[src/rtl/ysyx_25040129_csr_ctrl.sv]
// CSR access sequencer between the EXU and a single-port CSR register file.
// Runs one Zicsr / ecall / mret operation at a time: IDLE -> EXEC [-> VEC] -> RESP.
module ysyx_25040129_csr_ctrl #(
  parameter int CSR_AW = 12
) (
  input  logic              clk,
  input  logic              rst,
  input  logic              in_valid,
  output logic              in_ready,
  input  logic [1:0]        in_op,
  input  logic [2:0]        in_funct3,
  input  logic [CSR_AW-1:0] in_csr,
  input  logic [31:0]       in_rs1_data,
  input  logic [4:0]        in_rs1_idx,
  input  logic [31:0]       in_pc,
  output logic              out_valid,
  input  logic              out_ready,
  output logic [31:0]       out_rd_data,
  output logic              out_redirect,
  output logic [31:0]       out_redirect_pc,
  output logic              out_illegal,
  output logic              csr_write,
  output logic [CSR_AW-1:0] csr_read_addr,
  output logic [CSR_AW-1:0] csr_write_addr,
  output logic [31:0]       csr_data,
  input  logic [31:0]       csr_out
);

  localparam logic [CSR_AW-1:0] MEPC  = CSR_AW'(12'h341);
  localparam logic [CSR_AW-1:0] MTVEC = CSR_AW'(12'h305);

  localparam logic [1:0] OP_ZICSR = 2'b00;
  localparam logic [1:0] OP_ECALL = 2'b01;
  localparam logic [1:0] OP_MRET  = 2'b10;

  typedef enum logic [1:0] {IDLE, EXEC, VEC, RESP} state_t;

  state_t              state_q, state_d;
  logic [1:0]          op_q;
  logic [2:0]          f3_q;
  logic [CSR_AW-1:0]   csr_q;
  logic [31:0]         rs1_q;
  logic [4:0]          idx_q;
  logic [31:0]         pc_q;

  logic                zicsr_ok;
  logic                wr_needed;
  logic [31:0]         src;
  logic [31:0]         new_val;

  // funct3[1:0]==00 covers both illegal encodings 000 and 100.
  assign zicsr_ok  = (op_q == OP_ZICSR) && (f3_q[1:0] != 2'b00);
  assign wr_needed = (f3_q[1:0] == 2'b01) || (idx_q != 5'd0);
  assign src       = f3_q[2] ? {27'd0, idx_q} : rs1_q;

  always_comb begin
    new_val = csr_out;
    case (f3_q[1:0])
      2'b01:   new_val = src;
      2'b10:   new_val = csr_out | src;
      2'b11:   new_val = csr_out & ~src;
      default: new_val = csr_out;
    endcase
  end

  assign in_ready  = (state_q == IDLE) && !rst;
  assign out_valid = (state_q == RESP);

  always_comb begin
    state_d        = state_q;
    csr_write      = 1'b0;
    csr_read_addr  = '0;
    csr_write_addr = '0;
    csr_data       = '0;
    case (state_q)
      IDLE: if (in_valid) state_d = EXEC;
      EXEC: begin
        state_d = RESP;
        if (zicsr_ok) begin
          csr_read_addr = csr_q;
          if (wr_needed) begin
            csr_write      = !rst;
            csr_write_addr = csr_q;
            csr_data       = new_val;
          end
        end else if (op_q == OP_ECALL) begin
          csr_write      = !rst;
          csr_write_addr = MEPC;
          csr_data       = pc_q;
          state_d        = VEC;
        end else if (op_q == OP_MRET) begin
          csr_read_addr = MEPC;
        end
      end
      VEC: begin
        csr_read_addr = MTVEC;
        state_d       = RESP;
      end
      RESP: if (out_ready) state_d = IDLE;
      default: state_d = IDLE;
    endcase
  end

  always_ff @(posedge clk) begin
    if (rst) begin
      state_q         <= IDLE;
      op_q            <= '0;
      f3_q            <= '0;
      csr_q           <= '0;
      rs1_q           <= '0;
      idx_q           <= '0;
      pc_q            <= '0;
      out_rd_data     <= '0;
      out_redirect    <= 1'b0;
      out_redirect_pc <= '0;
      out_illegal     <= 1'b0;
    end else begin
      state_q <= state_d;
      case (state_q)
        IDLE: if (in_valid) begin
          op_q  <= in_op;
          f3_q  <= in_funct3;
          csr_q <= in_csr;
          rs1_q <= in_rs1_data;
          idx_q <= in_rs1_idx;
          pc_q  <= in_pc;
        end
        EXEC: begin
          // Every response field is rewritten here so nothing leaks from the previous op.
          out_rd_data     <= zicsr_ok ? csr_out : 32'd0;
          out_redirect    <= (op_q == OP_MRET);
          out_redirect_pc <= (op_q == OP_MRET) ? csr_out : 32'd0;
          out_illegal     <= !zicsr_ok && (op_q != OP_ECALL) && (op_q != OP_MRET);
        end
        VEC: begin
          out_redirect    <= 1'b1;
          out_redirect_pc <= csr_out;
        end
        default: ;
      endcase
    end
  end

endmodule

[config.mk]
export PLATFORM = sky130hd
export DESIGN_NAME = ysyx_25040129_csr_ctrl
export DESIGN_NICKNAME = d
export VERILOG_FILES = /design/src/rtl/ysyx_25040129_csr_ctrl.sv
export SDC_FILE = /design/constraint.sdc
export NUM_CORES = 1
export LEC_CHECK = 0
export CAP_MARGIN = 20
export CORE_AREA = 2 2 158 160
export CTS_CLUSTER_SIZE = 12
export DETAILED_ROUTE_END_ITERATION = 8
export DIE_AREA = 0 0 160 162
export PLACE_DENSITY = 0.55
export REMOVE_ABC_BUFFERS = 1
export SLEW_MARGIN = 40
export SYNTH_ARGS = -nofsm -noshare
export SYNTH_HDL_FRONTEND = slang
export SYNTH_SLANG_ARGS = --single-unit
[constraint.sdc]
create_clock -name clk -period 3.1 [get_ports clk]
set_clock_uncertainty 0.2 [all_clocks]
set_input_delay 0.775 -clock clk [delete_from_list [all_inputs] [get_ports clk]]
set_output_delay 0.775 -clock clk [all_outputs]
set_load 0.01 [all_outputs]
======== Word-level counts from Yosys, hierarchy flattened ========
Cells that the tools add are included.
W data, S select, Z words.
cells by class
  eq/ne operators ......................... 12
  bitwise operators ....................... 3
  mux-type cells .......................... 27
  reductions and logical operators ........ 14
operators with widths
  operator              count
  $mux W32              7
  $pmux W32 S3          1
  $pmux W32 S2          1
  $mux W12              4
  $and A32 B32 Y32      1
  $not A32 Y32          1
  $or A32 B32 Y32       1
  $mux W10              3
  $pmux W12 S2          1
  $eq A2 B2 Y1 const B  5
  $pmux W2 S4           1
  $eq A2 B1 Y1 const B  3
  $mux W1               6
  $reduce_bool A5 Y1    1
  $logic_and A1 B1 Y1   4
  $logic_not A2 Y1      2
  $mux W2               2
  $ne A2 B1 Y1 const B  2
  $ne A2 B2 Y1 const B  2
  $reduce_and A2 Y1     2
  $reduce_bool A2 Y1    2
  $logic_not A1 Y1      2
  $pmux W1 S2           1
  $logic_or A1 B1 Y1    1
word-level totals
  input bits .............................. 122
  word-level logic and storage cells ...... 67
  output and inout bits ................... 125
  register bits ........................... 154

======== Longest topological paths before layout ========
  word-level depth ........................ 7
  depth in mapped cells ................... 8
  gate-level depth less buffers ........... 6

======== Worst setup path after synthesis ========
No wires, ideal clock.
  path type ............................... reg-to-output
  from .................................... reg state_q[1]
  to ...................................... out csr_write
  required time ........................... 2.125 ns
  buffers on the path ..................... 2
  arrival time ............................ 1.518 ns
  stages on the path, launching flop included .. 7
  slack ................................... 0.607 ns
  path through ............................ dfxtp_1 > inv_1 > ha_1 > clkbuf_1 > clkbuf_1 > o21ai_0 > nor2_1
between the ends
  word-level cells in the longest chain between the ends .. 2
ends and longest elaborated chain
  element                 RTL line  text
  start, declared         38        state_t state_q, state_d;
  start signal, assigned  118       state_q <= state_d;
  $eq A2 B1 Y1            75        case (state_q)
  $mux W1                 75
  end, declared           22        output logic csr_write,
Every way passes these cells.

======== Worst setup path in the final report ========
  from .................................... in csr_out[15]
  to ...................................... out csr_data[15]
between the ends
  word-level cells in the longest chain between the ends .. 5
  elaborated cells on any way between the ends .. 6
  classes of those cells .................. mux: 4; bitwise: 2
ends and longest elaborated chain
  element                                              RTL line  text
  start, declared                                      26        input logic [31:0] csr_out
  $and A32 B32 Y32 or $or A32 B32 Y32 (tied branches)  61, 60
  $pmux W32 S3 (*)                                     58        case (f3_q[1:0])
  $mux W32 (*)                                         81        if (wr_needed) begin
  $mux W32 (*)                                         79        if (zicsr_ok) begin
  $mux W32 (*)                                         75
  end, declared                                        25        output logic [31:0] csr_data,
Mark *: on every way between the ends. The rest lies on a longest branch, timed or not.

==> summary.txt <==
Place
  • Pre-CTS WS: -0.404 ns
  • GP Congestion: 0.787
  • Placed insts: 1463
  • Hpwl dp: 18100 um
  • Post-DP Area: 10400 um2
  • Port Buffers: 246

Worst setup path
  • Crit path largest cell delay: 0.55 ns
  • Startpoint Class: primary input
  • Reg-to-Reg Start: state_q[0]
  • Crit path kind: primary input to primary output
  • Critical Path Fanout Max: 3
  • Crit-path cells: clkdlybuf4s50_1 > a22o_1 > o2111ai_2 > a221oi_4 > buf_2
  • R2R Setup Slk: 0.98 ns
  • Critical path buffers and inverters: 2
  • CP required: 2.12 ns
  • Family with the most delay on the worst path: buffers and inverters
  • Critical Path AT: 2.07 ns
  • Reg-to-reg endpoint: out_redirect_pc[31]
  • Reg2Reg Depth: 7
  • CP Capture Type: primary output
  • Slowest cell on crit path: clkdlybuf4s50_1

Floorplan
  • Die area: 25900 um2
  • Die W: 160 um
  • Overall die height: 162 um
  • Core area: 24100 um2
  • Site Rows: 57
  • Io pins: 247
  • Starting Density: 29.7%

GRT
  • First-pass GRT wire length: 42500 um
  • Largest net degree at the start of global routing: 72
  • Vias in the first global route: 7110
  • Initial antenna violation count: 0
  • Total grt overflow: 0
  • GRT Overall Usage: 21.1%

STA
  • RSZ-0062 raised after global routing: yes
  • Max Transition Viols Final: 0
  • Worst slew pin tran: 0.825 ns
  • Final setup vio count: 0
  • Period utilization: 98.3%
  • Final hold vios: 0
  • Fin Setup TNS: 0 ns
  • Minimum clock period: 3.05 ns
  • Rel. slew slack: 45.0%
  • Fmax: 328 MHz
  • Final WS setup: 0.0535 ns

Pwr
  • Pleak: 4.43 nW
  • Total Power: 8.35 mW
  • Pwr Density: 753 nW/um2
  • VDD IR max: 0.314 mV

CTS
  • Clock-pin slew of the registers on the worst-case setup and hold paths: 0.06 ns
  • Max clock buf depth: 2
  • Skew-Pair Late Insertion Delay: 0.42 ns
  • CTS Root Cell: clkbuf_16
  • Clock sink count: 154
  • CTS H-Tree Depth: 4
  • CTS Buf Count: 17
  • CTS tree: yes
  • # hold bufs at CTS: 0

Yosys
  • Yosys top cell area share: 43.0%
  • #FFs+latches synth: 154
  • Share of flip-flops with an asynchronous set or reset: 0%
  • Primary FF master, synth: dfxtp_1
  • Most frequent cell after synthesis: nand2_1
  • Commonest cells post-synth: nand2_1 (202), dfxtp_1 (154), a21oi_1 (126)
  • Synthesized cell area: 7160 um2
  • Post-synth EDFFs: 0
  • Post-synth top area cell: dfxtp_1
  • Syn avg cell area: 7.96 um2
  • Synth unique cells: 38
  • Synth Instances: 900
  • Dominant cells by area after synthesis: dfxtp_1 (43%), nand2_1 (11%), a21oi_1 (8.8%)
  • Yosys warnings: 0
  • Post-synthesis sequential area ratio: 43.0%

Drt
  • Met3 Routed Length: 1380 um
  • WL met1: 12800 um
  • Top Layer Used: met4
  • Routed WL: 28000 um
  • Initial DRT Pass Iterations: 4
  • Detail Route Antenna Nets: 0
  • Via/cell ratio: 4.90
  • Met2 routed WL: 13600 um
  • DR WL/cell: 18.6 um
  • Initial DRC Count: 455
  • DRC Markers: 0
  • DR vias: 7379

Min path
  • HP Class: register to register
  • Hold endpoint: pc_q[25]
  • Hold depth: 2
  • Hold Startpoint: pc_q[25]

Job
  • Max Cap Viol: 0

Final layout
  • Share of cells above drive strength 1: 17.4%
  • Syn-to-layout area delta: 54.9%
  • Filler Cell Count: 2444
  • N_diodes: 0
  • Post-Layout Cell Count: 1505
  • Multi-input gate area: 3670 um2
  • Nets: 1297
  • Seq. cell area: 3090 um2
  • Final instance area: 11100 um2

Outcome
  • Status: finished, final reports clean
## report_power, final
group	switching, mW	internal (mW)	total [mW]
combinational	2.10	1.50	3.60
sequential	0.196	2.29	2.49
clock	0.892	1.38	2.27
## cell families (layout without fill, tap and decap cells)
kind of cell | after synthesis | in the layout | share of synthesized area (%)
adders and majority gates | 5 | 5 | 0.873
DFF | 154 | 154 | 43.0
muxes | 6 | 6 | 0.838
and+or+nand+nor | 356 | 356 | 21.7
AOI/OAI and AO/OA | 260 | 260 | 26.1
buffers and inverters | 119 | 400 | 7.49
## flip-flops by register name, summed over array words and instances (netlist names)
name / cells
pc_q: 32
out_rd_data: 32
out_redirect: 1
idx_q: 5
f3_q: 3
csr_q: 12
out_illegal: 1
rs1_q: 32
state_q: 2
op_q: 2
out_redirect_pc: 32
## per-layer routing
layer	vias to the layer above	track usage, %
met4	0	4.42
met1	3517	27.9
met2	203	36.0
met3	11	4.16
li1	3648	-
met5	-	0
## worst max path at each step
| stage | startpoint | to | slack, ns | cells past startpoint |
|---|---|---|---|---|
| 6_report | csr_out[15] | csr_data[15] | 0.05 | 5 |
| 5_1_grt | state_q[0] | csr_read_addr[8] | -0.03 | 8 |
| 4_1_cts | f3_q[1] | csr_write | -0.05 | 7 |
| 3_5_place_dp | csr_out[7] | csr_data[7] | -0.40 | 5 |
| 3_3_place_gp | csr_out[4] | csr_data[4] | -0.38 | 6 |
| 2_1_floorplan | state_q[1] | csr_read_addr[2] | -0.79 | 6 |
## stage by stage
step           hold slack, ns  util [%]
3_3_place_gp            0.242      43.1
4_1_cts                 0.256      45.8
6_report                0.252      46.0
5_1_grt                 0.272      46.0
2_1_floorplan           0.230         -
3_5_place_dp            0.247      43.1
## tightest hold or removal path, delay by kind of cell (launching register included)
| kind | cells | cell delay, ns |
|---|---|---|
| AO/OA/AOI/OAI | 1 | 0.05 |
| flip-flops | 1 | 0.30 |
| AND/OR/NAND/NOR | 1 | 0.05 |
## layout make-up
cell class | instances | area share, %
Timing Repair Buffer | 331 | 28.4
Clock inverter | 12 | 1.69
Inverter | 39 | 1.32
Sequential cell | 154 | 27.9
Clock buffer | 18 | 3.96
Tap cell | 324 | 3.65
Multi-Input combinational cell | 627 | 33.1
## what timing repair did
| item | CTS | global route |
|---|---|---|
| pin swaps | 4 | 7 |
| setup buffers | 6 | 3 |
| endpoints found under the hold margin | 0 | 0 |
| gates cloned | 2 | 1 |
| setup endpoints to repair | 57 | 55 |
| resized for setup | 155 | 52 |
## placed cells by master (no fill, tap or decap), types with 2 or more instances in the layout
master           count
nand2_1            201
clkdlybuf4s50_1    184
dfxtp_1            149
a21oi_1            126
nor2_1              79
buf_4               64
inv_1               36
nor2b_1             36
a22oi_1             33
a22o_1              27
o2111ai_1           26
a221oi_2            22
buf_2               22
clkbuf_16           18
clkbuf_2            17
dlygate4sd2_1       15
buf_12              14
and3_1              13
a221oi_1             9
and2_1               7
mux2i_1              6
nand2b_1             6
buf_6                5
o221ai_1             4
ha_1                 4
bufinv_16            4
o21ai_0              3
inv_6                3
dfxtp_2              3
dlymetal6s2s_1       3
o21ai_1              2
clkinv_1             2
clkinv_4             2
dfxtp_4              2
clkdlybuf4s15_2      2
clkdlybuf4s15_1      2
Power figures use the tool's default switching activity.
